## config.mk

```make
export PLATFORM = sky130hd
export DESIGN_NAME = inst_fetch_ctrl
export DESIGN_NICKNAME = d
export VERILOG_FILES = /design/src/rtl/inst_fetch_ctrl.sv
export SDC_FILE = /design/constraint.sdc
export NUM_CORES = 1
export LEC_CHECK = 0
export CAP_MARGIN = 20
export CORE_AREA = 2 2 125 127
export CTS_CLUSTER_DIAMETER = 30
export DETAILED_ROUTE_END_ITERATION = 8
export DIE_AREA = 0 0 127 129
export PLACE_DENSITY = 0.77
export SLEW_MARGIN = 20
export SYNTH_ARGS = -nofsm -noshare
export SYNTH_HDL_FRONTEND = slang
export SYNTH_SLANG_ARGS = --single-unit
```

## constraint.sdc

```tcl
create_clock -name clk -period 1.9 [get_ports clk]
set_input_delay 0.38 -clock clk [delete_from_list [all_inputs] [get_ports clk]]
set_output_delay 0.38 -clock clk [all_outputs]
set_load 0.01 [all_outputs]
```

## src/rtl/inst_fetch_ctrl.sv

```systemverilog
// ----------------------------------------------------------------------------
// inst_fetch_ctrl
//
// Instruction-fetch sequencer for the RV32 core. Owns the program counter,
// issues one outstanding word request at a time to instruction memory,
// buffers the returned word together with its PC for decode, and handles
// redirects from execute by discarding any stale in-flight fetch.
//
// Optional feature macro: MISALIGN_TRAP_EN
//   defined   : a redirect whose target has bits [1:0] != 0 traps into a
//               terminal FAULT state and raises fetch_misaligned (sticky
//               until rst_n).
//   undefined : the low two target bits are dropped when a redirect is
//               latched; fetch_misaligned is tied to 0.
//
// Ports
//   clk, rst_n        core clock / asynchronous active-low reset
//   imem_req_valid    fetch request valid (held with its address until ready)
//   imem_req_ready    memory accepts the request this cycle
//   imem_req_addr     word address of the request (bits [1:0] always 0)
//   imem_rsp_valid    response valid, one per accepted request
//   imem_rsp_data     returned instruction word
//   id_valid          id_inst/id_pc hold a fetched instruction
//   id_ready          decode accepts the instruction
//   id_inst, id_pc    instruction and its address
//   redirect_valid    one-cycle pulse: restart fetch at redirect_pc
//   redirect_pc       new fetch address
//   fetch_misaligned  sticky misaligned-redirect fault
//   fsm_state         current sequencer state, for debug/observation
//
// Handshakes: a transfer on either the imem request channel or the id
// channel happens on a rising edge where valid and ready are both high.
// Once valid is raised it, and the payload, stay unchanged until that
// transfer happens (the only exceptions are a redirect while id_valid is
// high, which withdraws the stale instruction, and entry to FAULT).
// ----------------------------------------------------------------------------
module inst_fetch_ctrl #(
    parameter logic [31:0] RESET_PC = 32'h0000_0000
) (
    input  logic        clk,
    input  logic        rst_n,
    output logic        imem_req_valid,
    input  logic        imem_req_ready,
    output logic [31:0] imem_req_addr,
    input  logic        imem_rsp_valid,
    input  logic [31:0] imem_rsp_data,
    output logic        id_valid,
    input  logic        id_ready,
    output logic [31:0] id_inst,
    output logic [31:0] id_pc,
    input  logic        redirect_valid,
    input  logic [31:0] redirect_pc,
    output logic        fetch_misaligned,
    output logic [2:0]  fsm_state
);

    localparam logic [2:0] S_BOOT  = 3'd0;
    localparam logic [2:0] S_REQ   = 3'd1;
    localparam logic [2:0] S_WAIT  = 3'd2;
    localparam logic [2:0] S_HOLD  = 3'd3;
    localparam logic [2:0] S_DRAIN = 3'd4;
`ifdef MISALIGN_TRAP_EN
    localparam logic [2:0] S_FAULT = 3'd5;
`endif

    logic [2:0]  state;
    logic [31:0] pc;
    logic [31:0] pend_pc;
    logic        pend;
    logic [31:0] id_inst_q;
    logic [31:0] id_pc_q;
    logic [31:0] redir_tgt;

`ifdef MISALIGN_TRAP_EN
    logic fault_q;
    logic redir_bad;

    assign redir_tgt        = redirect_pc;
    assign redir_bad        = redirect_valid && (redirect_pc[1:0] != 2'b00);
    assign fetch_misaligned = fault_q;

    always_ff @(posedge clk or negedge rst_n) begin
        if (!rst_n) begin
            fault_q <= 1'b0;
        end else if (state != S_FAULT && redir_bad) begin
            fault_q <= 1'b1;
        end
    end
`else
    // Word-align the target: the low two bits are simply discarded.
    assign redir_tgt        = redirect_pc & 32'hFFFF_FFFC;
    assign fetch_misaligned = 1'b0;
`endif

    assign imem_req_valid = (state == S_REQ);
    assign imem_req_addr  = (state == S_REQ) ? pc : 32'h0000_0000;
    assign id_valid       = (state == S_HOLD);
    assign id_inst        = id_inst_q;
    assign id_pc          = id_pc_q;
    assign fsm_state      = state;

    always_ff @(posedge clk or negedge rst_n) begin
        if (!rst_n) begin
            state     <= S_BOOT;
            pc        <= RESET_PC;
            pend_pc   <= 32'h0000_0000;
            pend      <= 1'b0;
            id_inst_q <= 32'h0000_0000;
            id_pc_q   <= 32'h0000_0000;
        end else begin
`ifdef MISALIGN_TRAP_EN
            if (state == S_FAULT) begin
                // Terminal until reset; every input is ignored.
                state <= S_FAULT;
            end else if (redir_bad) begin
                state <= S_FAULT;
                pend  <= 1'b0;
            end else
`endif
            begin
                case (state)
                    S_BOOT: begin
                        if (redirect_valid) begin
                            pc <= redir_tgt;
                        end
                        state <= S_REQ;
                    end

                    S_REQ: begin
                        // The request on the bus is never altered; a redirect
                        // here is parked in pend_pc and applied once the
                        // stale response has been drained.
                        if (redirect_valid) begin
                            pend_pc <= redir_tgt;
                            pend    <= 1'b1;
                        end
                        if (imem_req_ready) begin
                            state <= (pend || redirect_valid) ? S_DRAIN : S_WAIT;
                        end
                    end

                    S_WAIT: begin
                        if (redirect_valid) begin
                            pc      <= redir_tgt;
                            pend_pc <= redir_tgt;
                            if (imem_rsp_valid) begin
                                // Stale response already here: drop it.
                                state <= S_REQ;
                            end else begin
                                pend  <= 1'b1;
                                state <= S_DRAIN;
                            end
                        end else if (imem_rsp_valid) begin
                            id_inst_q <= imem_rsp_data;
                            id_pc_q   <= pc;
                            pc        <= pc + 32'd4;
                            state     <= S_HOLD;
                        end
                    end

                    S_DRAIN: begin
                        if (redirect_valid) begin
                            pend_pc <= redir_tgt;
                        end
                        if (imem_rsp_valid) begin
                            // A redirect landing on the drain cycle is the newest.
                            pc    <= redirect_valid ? redir_tgt : pend_pc;
                            pend  <= 1'b0;
                            state <= S_REQ;
                        end
                    end

                    S_HOLD: begin
                        // With id_ready and redirect together, decode has
                        // taken the instruction and fetch restarts anyway.
                        if (redirect_valid) begin
                            pc    <= redir_tgt;
                            state <= S_REQ;
                        end else if (id_ready) begin
                            state <= S_REQ;
                        end
                    end

                    default: begin
                        state <= S_BOOT;
                    end
                endcase
            end
        end
    end

endmodule

```

# After elaboration in Yosys (flattened, before gate mapping)
# Cells that the tools add are included.
op_classes:
  add_sub_neg: 1
  n_eq_ne: 12
  n_reduce_logical: 10
  bitwise_logic: 1
  muxes: 21
ops:
  columns: ["operator", "n"]
  rows:
  - ["two-way mux 32 bit", 6]
  - ["case mux 32 bit (3 select lines)", 1]
  - ["adder 32 x 3 -> 32 bit (second input constant)", 1]
  - ["two-way mux 3 bit", 8]
  - ["case mux 3 bit (5 select lines)", 1]
  - ["AND reduction 4 bit", 2]
  - ["equality test 3 x 2 -> 1 bit (second input constant)", 2]
  - ["inequality test 2 x 1 -> 1 bit (second input constant)", 3]
  - ["inequality test 2 bit (second input constant)", 3]
  - ["nonzero test 3 bit", 2]
  - ["AND reduction 5 bit", 1]
  - ["two-way mux 1 bit", 4]
  - ["equality test 3 x 1 -> 1 bit (second input constant)", 1]
  - ["equality test 3 bit (second input constant)", 1]
  - ["zero test 3 bit", 1]
  - ["inequality test 3 x 1 -> 1 bit (second input constant)", 1]
  - ["inequality test 3 bit (second input constant)", 1]
  - ["case mux 1 bit (3 select lines)", 1]
  - ["AND reduction 3 bit", 1]
  - ["OR reduction 3 bit", 1]
  - ["OR reduction 2 bit", 1]
  - ["logical OR 1 bit", 1]
  - ["inverter 1 bit", 1]
totals:
  elab_cells: 51
  regBits: 132
  inputBits: 70

# Depth between registers and ports, before layout
# Gate-level depths: netlist of run 1.
depth:
  depth_word: 4
  mapped_depth: 8
  depth_no_buf: 6

# Worst setup path before layout of run 1
# Ideal clock, no wire load.
synth_timing:
  kind: "register -> register"
  start: "register pc[2]"
  end: "register pc[30]"
  setup_time_ns: 0.138
  setup_slack_ns: 0.052
  n_path_buf: 0
  arrival_time_ns: 1.710
  stages_incl_launch_ff: 7
  path_cell_list: "dfrtp_1 > ha_1 > nand4_1 > or3_4 > nor4_1 > xnor2_1 > o211ai_1"
synth_between:
  elab_chain_cells: 4
synth_lines:
  columns: ["item", "line_no", "rtl"]
  rows:
  - ["start, declared", "67", "logic [31:0] pc;"]
  - ["start signal, assigned", "124", "pc <= redir_tgt;"]
  - ["start signal, assigned", "144", "pc <= redir_tgt;"]
  - ["start signal, assigned", "156", "pc <= pc + 32'd4;"]
  - ["adder 32 x 3 -> 32 bit", "156", null]
  - ["two-way mux 32 bit", "153", "end else if (imem_rsp_valid) begin"]
  - ["two-way mux 32 bit", "143", "if (redirect_valid) begin"]
  - ["case mux 32 bit (3 select lines)", "121", "case (state)"]
# No other way between the ends. The select of a mux whose other input is x is not followed.
# A chain may end at the register's enable or synchronous reset.

# Final worst setup path of run 1
layout_timing:
  start: "register state[0] (netlist: fsm_state[0])"
  end: "register pc[10]"
layout_between:
  elab_chain_cells: 4
  word_cells_on_any_way: 11
  cone_classes: "6 x eq/ne; 1 x mux; 4 x reduce/logical"
layout_lines:
  columns: ["item", "line_no", "rtl"]
  rows:
  - ["start, declared", "66", "logic [2:0] state;"]
  - ["start signal, assigned", "138", "state <= (pend || redirect_valid) ? S_DRAIN : S_WAIT;"]
  - ["equality test 3 x 2 -> 1 bit / zero test 3 bit (equally long branches)", "121", null]
  - ["OR reduction 2 bit (no line)", null, null]
  - ["inequality test 2 x 1 -> 1 bit (no line) / nonzero test 3 bit (equally long branches)", null, null]
  - ["AND reduction 4 bit (no line)", null, null]
# Parallel ways exist; a longest one is shown, timed or not.

==> results of run 1 <==
==> per-layer routing <==
layer	wire length, µm	GRT usage
met5	0	0
met4	804	0.09244
met3	1899	0.06154
met2	10850	0.4260
met1	8880	0.3196
==> placed cells by master (no fill, tap or decap), types with 10 or more instances in the layout <==
master,count
clkdlybuf4s50_1,130
dfrtp_1,129
buf_4,89
mux2_2,82
nand2_1,38
and3_1,32
buf_2,29
nor2_1,24
a22o_1,22
clkbuf_16,22
o211ai_1,19
buf_6,19
mux2i_1,18
xor2_1,14
o21ai_0,13
nand4_1,11
mux2_4,10
nand3_1,10
==> sequential cells by signal (all words and copies together), names as in the netlist <==
name	flops
pend_pc	32
pc	32
id_inst	32
pend	1
fsm_state	3
id_pc	32
==> cell families (layout without fill, tap and decap cells) <==
logic type | Yosys count | in the layout | share of synthesized area
adder cells (fa/ha/maj) | 1 | 1 | 0.001873
AO/OA/AOI/OAI | 103 | 103 | 0.1173
buffers and inverters | 50 | 329 | 0.03371
XOR/XNOR | 22 | 22 | 0.02885
AND/OR/NAND/NOR | 164 | 164 | 0.1380
flip-flops | 132 | 132 | 0.4945
other | 1 | 1 | 0.0005614
multiplexers | 112 | 112 | 0.1852
==> worst paths after layout <==
path	startpoint	end	slack (ns)
max in group asynchronous	rst_n	id_inst[19]$_DFFE_PN0P_	0.82
hold / removal	rst_n	id_pc[3]$_DFFE_PN0P_	0.47
setup reg to reg	fsm_state[0]$_DFFE_PN0P_	pc[10]$_DFFE_PN0P_	-0.10
hold reg to reg	pend_pc[27]$_DFFE_PN0P_	pend_pc[27]$_DFFE_PN0P_	0.50
setup / recovery	fsm_state[0]$_DFFE_PN0P_	pc[10]$_DFFE_PN0P_	-0.10
min in group clk	pend_pc[27]$_DFFE_PN0P_	pend_pc[27]$_DFFE_PN0P_	0.50
==> cell type report <==
cell class | instances | area, µm² | area share
multi-input combinational | 403 | 3377 | 0.3262
sequential | 132 | 3307 | 0.3194
timing repair buffer | 293 | 2815 | 0.2719
clock buffer | 19 | 442.9 | 0.04278
tap | 188 | 235.2 | 0.02272
clock inverter | 12 | 156.4 | 0.01511
inverter | 5 | 18.77 | 0.001813
==> report_power, final <==
part	total [mW]	switching, mW	internal [mW]
clock	3.37	1.28	2.09
sequential	4.69	0.760	3.92
combinational	8.61	3.88	4.73
==> critical path: stages (launching register included) <==
cell and delay [ns]:
dfrtp_1 0.38, buf_4 0.18, or2_4 0.31, o21ai_4 0.29, a221oi_1 0.16, a311o_1 0.35
a2bb2oi_1 0.23
==> metrics by stage <==
| stage | hold slack [ns] | util |
|---|---|---|
| after floorplan | 0.08441 | - |
| after global placement | 0.3200 | 0.6153 |
| after detailed placement | 0.3234 | 0.6153 |
| after CTS | 0.4640 | 0.6644 |
| after global routing | 0.4936 | 0.6912 |
| final | 0.4658 | 0.6912 |
==> what timing repair did <==
item                                    CTS  global route
pin swaps                                 5            24
gates resized for setup                 174            41
endpoints found under the hold margin    34             0
cloned                                    4             7
hold buffers                              1             0
endpoints found under the setup margin   49            92
buffers inserted                         10            18
==> flow_metrics.py, run 1 <==
metrics = {
    "outcome": {
        "status": "complete, but fails checks",
        "violations": "negative setup slack",
    },
    "cells_and_area": {
        "n_fill_cell": 994,
        "drive_above_1_share": 0.3704,
        "layout.cells.non_filler": 1052,
        "syn_to_final_growth_pct": 54.97,
        "final_area_um2": 10350,
        "antenna_cells": 0,
        "final_net_count": 923,
    },
    "yosys": {
        "ys_seq_area_frac": 0.4945,
        "postSynthAreaPerCell_um2": 11.42,
        "synth_cells": 585,
        "synth_cell_type_count": 60,
        "ys_ff_latch": 132,
        "synthArstFlopShare": 1.000,
        "synthMostInstantiatedCell": "dfrtp_1",
        "syn-num-nets": 656,
        "synth_top_area_share": 0.4945,
        "yosys.area.top_type": "dfrtp_1",
        "synth-main-ff-cell": "dfrtp_1",
        "synth_edf_count": 0,
        "syn-cell-area_um2": 6680,
        "ys_warn_count": 0,
        "synth_area_leaders": "dfrtp_1 49%, mux2_2 16%, and3_1 3.5%",
        "synth_commonest_cells": "132 x dfrtp_1, 92 x mux2_2, 38 x nand2_1",
    },
    "worst_setup_path": {
        "criticalPathCategory": "register to register",
        "endpoint_kind": "register",
        "crit_fanout": 9,
        "cp_data_arrival_time_ns": 2.32,
        "required_ns": 2.22,
        "r2r_cells": 6,
        "setup.worst_path.start_class": "register",
    },
    "pwr": {
        "total_leakage_power_nw": 4.761,
        "ir_worst_vdd_v": 0.0008065,
        "power_density_nw_per_um2": 1609,
        "power_mw": 16.66,
    },
    "floorplanning": {
        "io_pins": 172,
        "initial_utilization": 0.4460,
        "die_height_um": 129,
        "core_area_um2": 14980,
        "fp-row-count": 45,
        "dieWidth_um": 127,
        "dieArea_um2": 16380,
    },
    "sta": {
        "finalClockSkew_ns": 0.008716,
        "finalCritPeriodShare": 1.053,
        "setup-violations-final": 10,
        "setup_ws_ns": -0.1003,
        "rsz0062_at_grt": "true",
        "finalCriticalPeriod_ns": 2.000,
        "max_freq_mhz": 499.9,
        "hold_violations": 0,
        "maxSlewViolCount": 0,
        "setup_tns_ns": -0.1996,
    },
    "global_route": {
        "grt_max_degree": 48,
        "grt_pass1_wl_um": 32430,
        "grt_util_all_layers": 0.2530,
        "overflow": 0,
        "grt_pass1_vias": 6186,
        "grt_antenna_before_repair": 0,
    },
    "clocking": {
        "clockBufferDepth": 2,
        "worst_skew_pair.late_latency_ns": 0.42,
        "htreeDepth": 4,
        "cts_tree": "done",
        "cts_root_buf": "clkbuf_16",
        "path_clk_slew_ns": 0.06,
        "cts.sinks": 132,
        "cts_buffers": 17,
    },
    "place": {
        "dpl.cell_count": 986,
        "dpl.hpwl_um": 14080,
        "gp_congestion": 0.9555,
        "port_buffers": 168,
        "placed_area_um2": 9215,
        "preCtsSetupSlack_ns": -0.2495,
    },
    "drt": {
        "dr.first_iter.drc_count": 568,
        "vias": 6207,
        "drcViolationCount": 0,
        "routed_wl_um": 22430,
        "ant_nets": 0,
        "wl_per_cell_um": 21.32,
        "vias_per_cell": 5.900,
        "drt_first_pass_iters": 5,
    },
    "job": {
        "maxCapViolations": 0,
    },
    "worst_hold_path": {
        "hp-class": "primary input to async pin",
    },
}
(Power assumes the default switching activity.)
==> inputs of run 2 (changes only) <==
--- a/config.mk
+++ b/config.mk
@@ -6,11 +6,13 @@
 export NUM_CORES = 1
 export LEC_CHECK = 0
 export CAP_MARGIN = 20
-export CORE_AREA = 2 2 125 127
+export CELL_PAD_IN_SITES_DETAIL_PLACEMENT = 0
+export CELL_PAD_IN_SITES_GLOBAL_PLACEMENT = 1
+export CORE_AREA = 2 2 142 144
 export CTS_CLUSTER_DIAMETER = 30
 export DETAILED_ROUTE_END_ITERATION = 8
-export DIE_AREA = 0 0 127 129
-export PLACE_DENSITY = 0.77
+export DIE_AREA = 0 0 144 146
+export PLACE_DENSITY_LB_ADDON = 0.1
 export SLEW_MARGIN = 20
 export SYNTH_ARGS = -nofsm -noshare
 export SYNTH_HDL_FRONTEND = slang
==> run 2 against run 1 <==
Compared with the run above:
- the run still ends with negative setup slack left
- first-iteration DRC count decreased by 44%
- largest cell class unchanged
- fmax down 1.3%
- power up 1.6%
- sequential power about the same
- critical path type unchanged
==> flow_metrics.py, run 2 (same netlist as run 1, synthesis figures left out) <==
metrics = {
    "outcome": {
        "status": "complete, but fails checks",
        "violations": "negative setup slack",
    },
    "worst_setup_path": {
        "criticalPathCategory": "register to register",
        "required_ns": 2.20,
        "crit_fanout": 6,
        "endpoint_kind": "register",
        "r2r_setup_slack_ns": -0.13,
        "cp_data_arrival_time_ns": 2.33,
        "setup.worst_path.start_class": "register",
    },
    "global_route": {
        "grt_util_all_layers": 0.2151,
        "grt_antenna_before_repair": 0,
        "grt_pass1_vias": 6240,
        "grt_max_degree": 43,
        "grt_pass1_wl_um": 34970,
        "overflow": 0,
    },
    "sta": {
        "setup_ws_ns": -0.1258,
        "maxSlewViolCount": 0,
        "max_freq_mhz": 493.6,
        "hold_violations": 0,
        "finalCriticalPeriod_ns": 2.026,
        "setup-violations-final": 68,
        "finalClockSkew_ns": 0.009262,
        "finalCritPeriodShare": 1.066,
        "rsz0062_at_grt": "true",
    },
    "drt": {
        "vias": 5899,
        "dr.first_iter.drc_count": 318,
        "drt_first_pass_iters": 5,
        "drcViolationCount": 0,
        "routed_wl_um": 22260,
        "ant_nets": 0,
        "wl_per_cell_um": 19.58,
        "vias_per_cell": 5.188,
    },
    "clocking": {
        "cts_root_buf": "clkbuf_16",
        "cts_buffers": 17,
        "clockBufferDepth": 2,
        "path_clk_slew_ns": 0.06,
        "worst_skew_pair.late_latency_ns": 0.42,
        "cts_tree": "done",
        "cts.sinks": 132,
        "htreeDepth": 4,
    },
    "place": {
        "dpl.cell_count": 1070,
        "placed_area_um2": 9414,
        "preCtsSetupSlack_ns": -0.3291,
        "port_buffers": 168,
        "gp_congestion": 0.8031,
        "dpl.hpwl_um": 15010,
    },
    "worst_hold_path": {
        "hp-class": "primary input to async pin",
    },
    "floorplanning": {
        "io_pins": 172,
        "fp-row-count": 51,
        "die_height_um": 146,
        "dieWidth_um": 144,
        "initial_utilization": 0.3455,
        "dieArea_um2": 21020,
        "core_area_um2": 19330,
    },
    "pwr": {
        "ir_worst_vdd_v": 0.0007436,
        "power_density_nw_per_um2": 1580,
        "total_leakage_power_nw": 4.887,
    },
    "cells_and_area": {
        "layout.cells.non_filler": 1137,
        "drive_above_1_share": 0.3933,
        "final_net_count": 930,
        "syn_to_final_growth_pct": 60.46,
        "mostFrequentLayoutCells": "130 x clkdlybuf4s50_1, 128 x dfrtp_1, 90 x buf_4",
        "seq_area_um2": 3308,
        "final_area_um2": 10720,
        "multi_input_area_um2": 3488,
        "n_fill_cell": 1705,
        "final_common_cell": "clkdlybuf4s50_1",
        "antenna_cells": 0,
    },
    "job": {
        "maxCapViolations": 0,
    },
}
## run 2: changes by cell type in the layout (fill, tap and decap cells not counted), sizes merged
cell	before	now
dlygate4sd2	3	0
clkdlybuf4s15	0	2
bufinv	3	2
buf	151	163
inv	6	12
bufbuf	2	0
clkinvlp	4	2
clkbuf	25	21
## run 2: worst max-delay path, cell delays in order, from the launching register on
cell	delay [ns]
dfrtp_2	0.43
buf_6	0.14
buf_6	0.11
nor2b_4	0.12
buf_6	0.11
o311ai_4	0.28
buf_6	0.16
buf_12	0.11
buf_12	0.13
mux2_4	0.31
## run 2: repair_timing
| item | 4_1_cts | 5_1_grt |
|---|---|---|
| endpoints found under the hold margin | 38 | 0 |
| cloned | 5 | 5 |
| resized for setup | 205 | 57 |
| hold buffers | 1 | 0 |
| pin swaps | 4 | 31 |
| setup buffers | 18 | 13 |
| endpoints found under the setup margin | 81 | 158 |
## run 2: per-stage QoR
stage	hold slack, ns	power, mW	TNS, ns	utilization
CTS	0.4656	16.37	-4.310	0.5362
floorplan	0.08441	8.180	0	-
global placement	0.3362	11.90	-23.96	0.4869
finish	0.4579	16.94	-4.051	0.5544
global route	0.4954	17.90	-8.315	0.5544
detailed placement	0.3345	12.08	-24.73	0.4869
## run 2: final cells by class
| cell class | instances | share of cell area |
|---|---|---|
| Sequential cell | 132 | 0.3086 |
| Clock buffer | 17 | 0.03969 |
| Tap cell | 265 | 0.03093 |
| Inverter | 5 | 0.001751 |
| Timing Repair Buffer | 300 | 0.2779 |
| Multi-Input combinational cell | 403 | 0.3254 |
| Clock inverter | 15 | 0.01564 |
## run 2: metal layers
metal	track usage	up-vias	wire length (µm)
li1	-	2721	-
met1	0.2779	2948	9475
met2	0.3588	209	11180
met3	0.05002	21	1312
met4	0.06225	0	292
met5	0	-	0
## run 2: worst paths after layout
path,start,endpoint,depth (start not counted)
min reg2reg,pend_pc[0]$_DFFE_PN0P_,pend_pc[0]$_DFFE_PN0P_,1
min,rst_n,id_inst[27]$_DFFE_PN0P_,2
min in group clk,pend_pc[0]$_DFFE_PN0P_,pend_pc[0]$_DFFE_PN0P_,1
max in group asynchronous,rst_n,pc[21]$_DFFE_PN0P_,3
max,fsm_state[1]$_DFFE_PN0P_,pend_pc[20]$_DFFE_PN0P_,9
max reg2reg,fsm_state[1]$_DFFE_PN0P_,pend_pc[20]$_DFFE_PN0P_,9
## run 2: power by group
group | internal, mW | leakage, nW | switching [mW]
Combinational | 5.06 | 2.90 | 3.85
Sequential | 3.92 | 1.70 | 0.762
Clock | 1.96 | 0.286 | 1.37
==> inputs of run 3 (changes only) <==
--- a/config.mk
+++ b/config.mk
@@ -5,13 +5,14 @@
 export SDC_FILE = /design/constraint.sdc
 export NUM_CORES = 1
 export LEC_CHECK = 0
-export CAP_MARGIN = 20
+export CAP_MARGIN = 30
 export CELL_PAD_IN_SITES_DETAIL_PLACEMENT = 0
 export CELL_PAD_IN_SITES_GLOBAL_PLACEMENT = 1
 export CORE_AREA = 2 2 142 144
 export CTS_CLUSTER_DIAMETER = 30
 export DETAILED_ROUTE_END_ITERATION = 8
 export DIE_AREA = 0 0 144 146
+export MAX_ROUTING_LAYER = met4
 export PLACE_DENSITY_LB_ADDON = 0.1
 export SLEW_MARGIN = 20
 export SYNTH_ARGS = -nofsm -noshare
==> run 3 against run 2 <==
Compared with the run above:
- the flow still finishes with violations (negative setup slack)
- utilization is 0.10 points higher
- global-route usage increased by 0.63 points
- critical path depth unchanged
- non-clock buffer count is 2 higher
- sequential power about the same
- design area is 0.19% higher
- combinational power rose by 0.4%
- die area unchanged
- critical path type unchanged
==> flow_metrics.py, run 3 (same netlist as run 1, synthesis figures left out) <==
metrics = {
    "worst_setup_path": {
        "criticalPathCategory": "register to register",
        "r2r_cells": 9,
        "required_ns": 2.21,
        "setup.worst_path.start_class": "register",
        "cp_data_arrival_time_ns": 2.33,
        "endpoint_kind": "register",
        "crit_fanout": 6,
    },
    "job": {
        "maxCapViolations": 0,
    },
    "global_route": {
        "grt_max_degree": 43,
        "grt_pass1_wl_um": 34920,
        "grt_pass1_vias": 6244,
        "grt_util_all_layers": 0.2214,
        "overflow": 0,
        "grt_antenna_before_repair": 0,
    },
    "cells_and_area": {
        "final_area_um2": 10740,
        "syn_to_final_growth_pct": 60.76,
        "final_net_count": 932,
        "seq_area_um2": 3308,
        "antenna_cells": 0,
        "drive_above_1_share": 0.3947,
        "n_fill_cell": 1703,
        "layout.cells.non_filler": 1139,
        "mostFrequentLayoutCells": "130 x clkdlybuf4s50_1, 128 x dfrtp_1, 91 x buf_4",
        "final_common_cell": "clkdlybuf4s50_1",
        "multi_input_area_um2": 3497,
    },
    "floorplanning": {
        "dieArea_um2": 21020,
        "dieWidth_um": 144,
        "initial_utilization": 0.3455,
        "core_area_um2": 19330,
        "die_height_um": 146,
        "fp-row-count": 51,
        "io_pins": 172,
    },
    "outcome": {
        "status": "complete, but fails checks",
        "violations": "negative setup slack",
    },
    "place": {
        "port_buffers": 168,
        "placed_area_um2": 9414,
        "dpl.cell_count": 1070,
        "gp_congestion": 0.8147,
        "dpl.hpwl_um": 15010,
    },
    "clocking": {
        "cts.sinks": 132,
        "worst_skew_pair.late_latency_ns": 0.42,
        "cts_tree": "done",
        "cts_root_buf": "clkbuf_16",
        "path_clk_slew_ns": 0.06,
        "htreeDepth": 4,
        "cts_buffers": 17,
        "clockBufferDepth": 2,
    },
    "drt": {
        "vias": 5881,
        "ant_nets": 0,
        "wl_per_cell_um": 19.59,
        "drcViolationCount": 0,
        "routed_wl_um": 22320,
        "dr.first_iter.drc_count": 331,
        "drt_first_pass_iters": 7,
        "vias_per_cell": 5.163,
    },
    "sta": {
        "finalCritPeriodShare": 1.063,
        "setup-violations-final": 65,
        "finalCriticalPeriod_ns": 2.020,
        "hold_violations": 0,
        "finalClockSkew_ns": 0.008870,
        "maxSlewViolCount": 0,
        "rsz0062_at_grt": "true",
        "setup_ws_ns": -0.1203,
        "setup_tns_ns": -3.848,
        "hold_slack_ns": 0.4509,
        "max_freq_mhz": 495.0,
    },
    "pwr": {
        "ir_worst_vdd_v": 0.0007478,
        "power_density_nw_per_um2": 1581,
        "total_leakage_power_nw": 4.915,
        "power_mw": 16.97,
    },
    "worst_hold_path": {
        "hp-class": "primary input to async pin",
    },
}
[run 3: cell types whose count changed in the layout (fill, tap and decap cells not counted), sizes merged]
cell / previous run / this run
buf: 163 / 165
[run 3: area by class of cell]
class                           count  area share
Clock buffer                       17     0.03961
Clock inverter                     15     0.01561
Inverter                            5    0.001748
Multi-Input combinational cell    403      0.3256
Sequential cell                   132      0.3081
Tap cell                          265     0.03088
Timing Repair Buffer              302      0.2785
[run 3: timing repair]
action                     CTS  global route
pin swaps                    4            33
buffers inserted            18            16
hold buffers                 1             0
hold endpoints to repair    38             0
resized for setup          205            62
gates cloned                 5             5
setup endpoints to repair   81           158
[run 3: layer usage]
layer | vias to the layer above | share of wire | track usage
met1 | 2951 | 0.44 | 0.2811
met3 | 30 | 0.045 | 0.04376
met2 | 181 | 0.50 | 0.3586
li1 | 2719 | - | -
met5 | - | 0 | -
met4 | 0 | 0.015 | 0.06373
[run 3: where the power goes]
| group | switching (mW) | total, mW | internal (mW) | leakage (nW) |
|---|---|---|---|---|
| combinational | 3.87 | 8.95 | 5.07 | 2.92 |
| sequential | 0.763 | 4.69 | 3.92 | 1.70 |
| clock | 1.38 | 3.34 | 1.96 | 0.286 |
[run 3: metrics by stage]
stage / utilization / setup slack, ns
4_1_cts: 0.5362 / -0.1510
5_1_grt: 0.5554 / -0.1678
3_3_place_gp: 0.4869 / -0.2584
3_5_place_dp: 0.4869 / -0.3291
6_report: 0.5554 / -0.1203
2_1_floorplan: - / 0.05172
[run 3: worst paths after layout]
kind / startpoint / end / slack [ns]
max: fsm_state[1]$_DFFE_PN0P_ / pend_pc[20]$_DFFE_PN0P_ / -0.12
min: rst_n / id_inst[27]$_DFFE_PN0P_ / 0.45
max reg2reg: fsm_state[1]$_DFFE_PN0P_ / pend_pc[20]$_DFFE_PN0P_ / -0.12
min reg2reg: pend_pc[1]$_DFFE_PN0P_ / pend_pc[1]$_DFFE_PN0P_ / 0.49
min in group clk: pend_pc[1]$_DFFE_PN0P_ / pend_pc[1]$_DFFE_PN0P_ / 0.49
max in group asynchronous: rst_n / pc[21]$_DFFE_PN0P_ / 0.85
[run 3: worst max-delay path, stage by stage, from the launching register on]
cell and delay (ns):
dfrtp_2 0.43, buf_6 0.14, buf_6 0.11, nor2b_4 0.12, buf_6 0.11, o311ai_4 0.28, buf_6 0.16, buf_12 0.10
buf_12 0.13, mux2_4 0.31
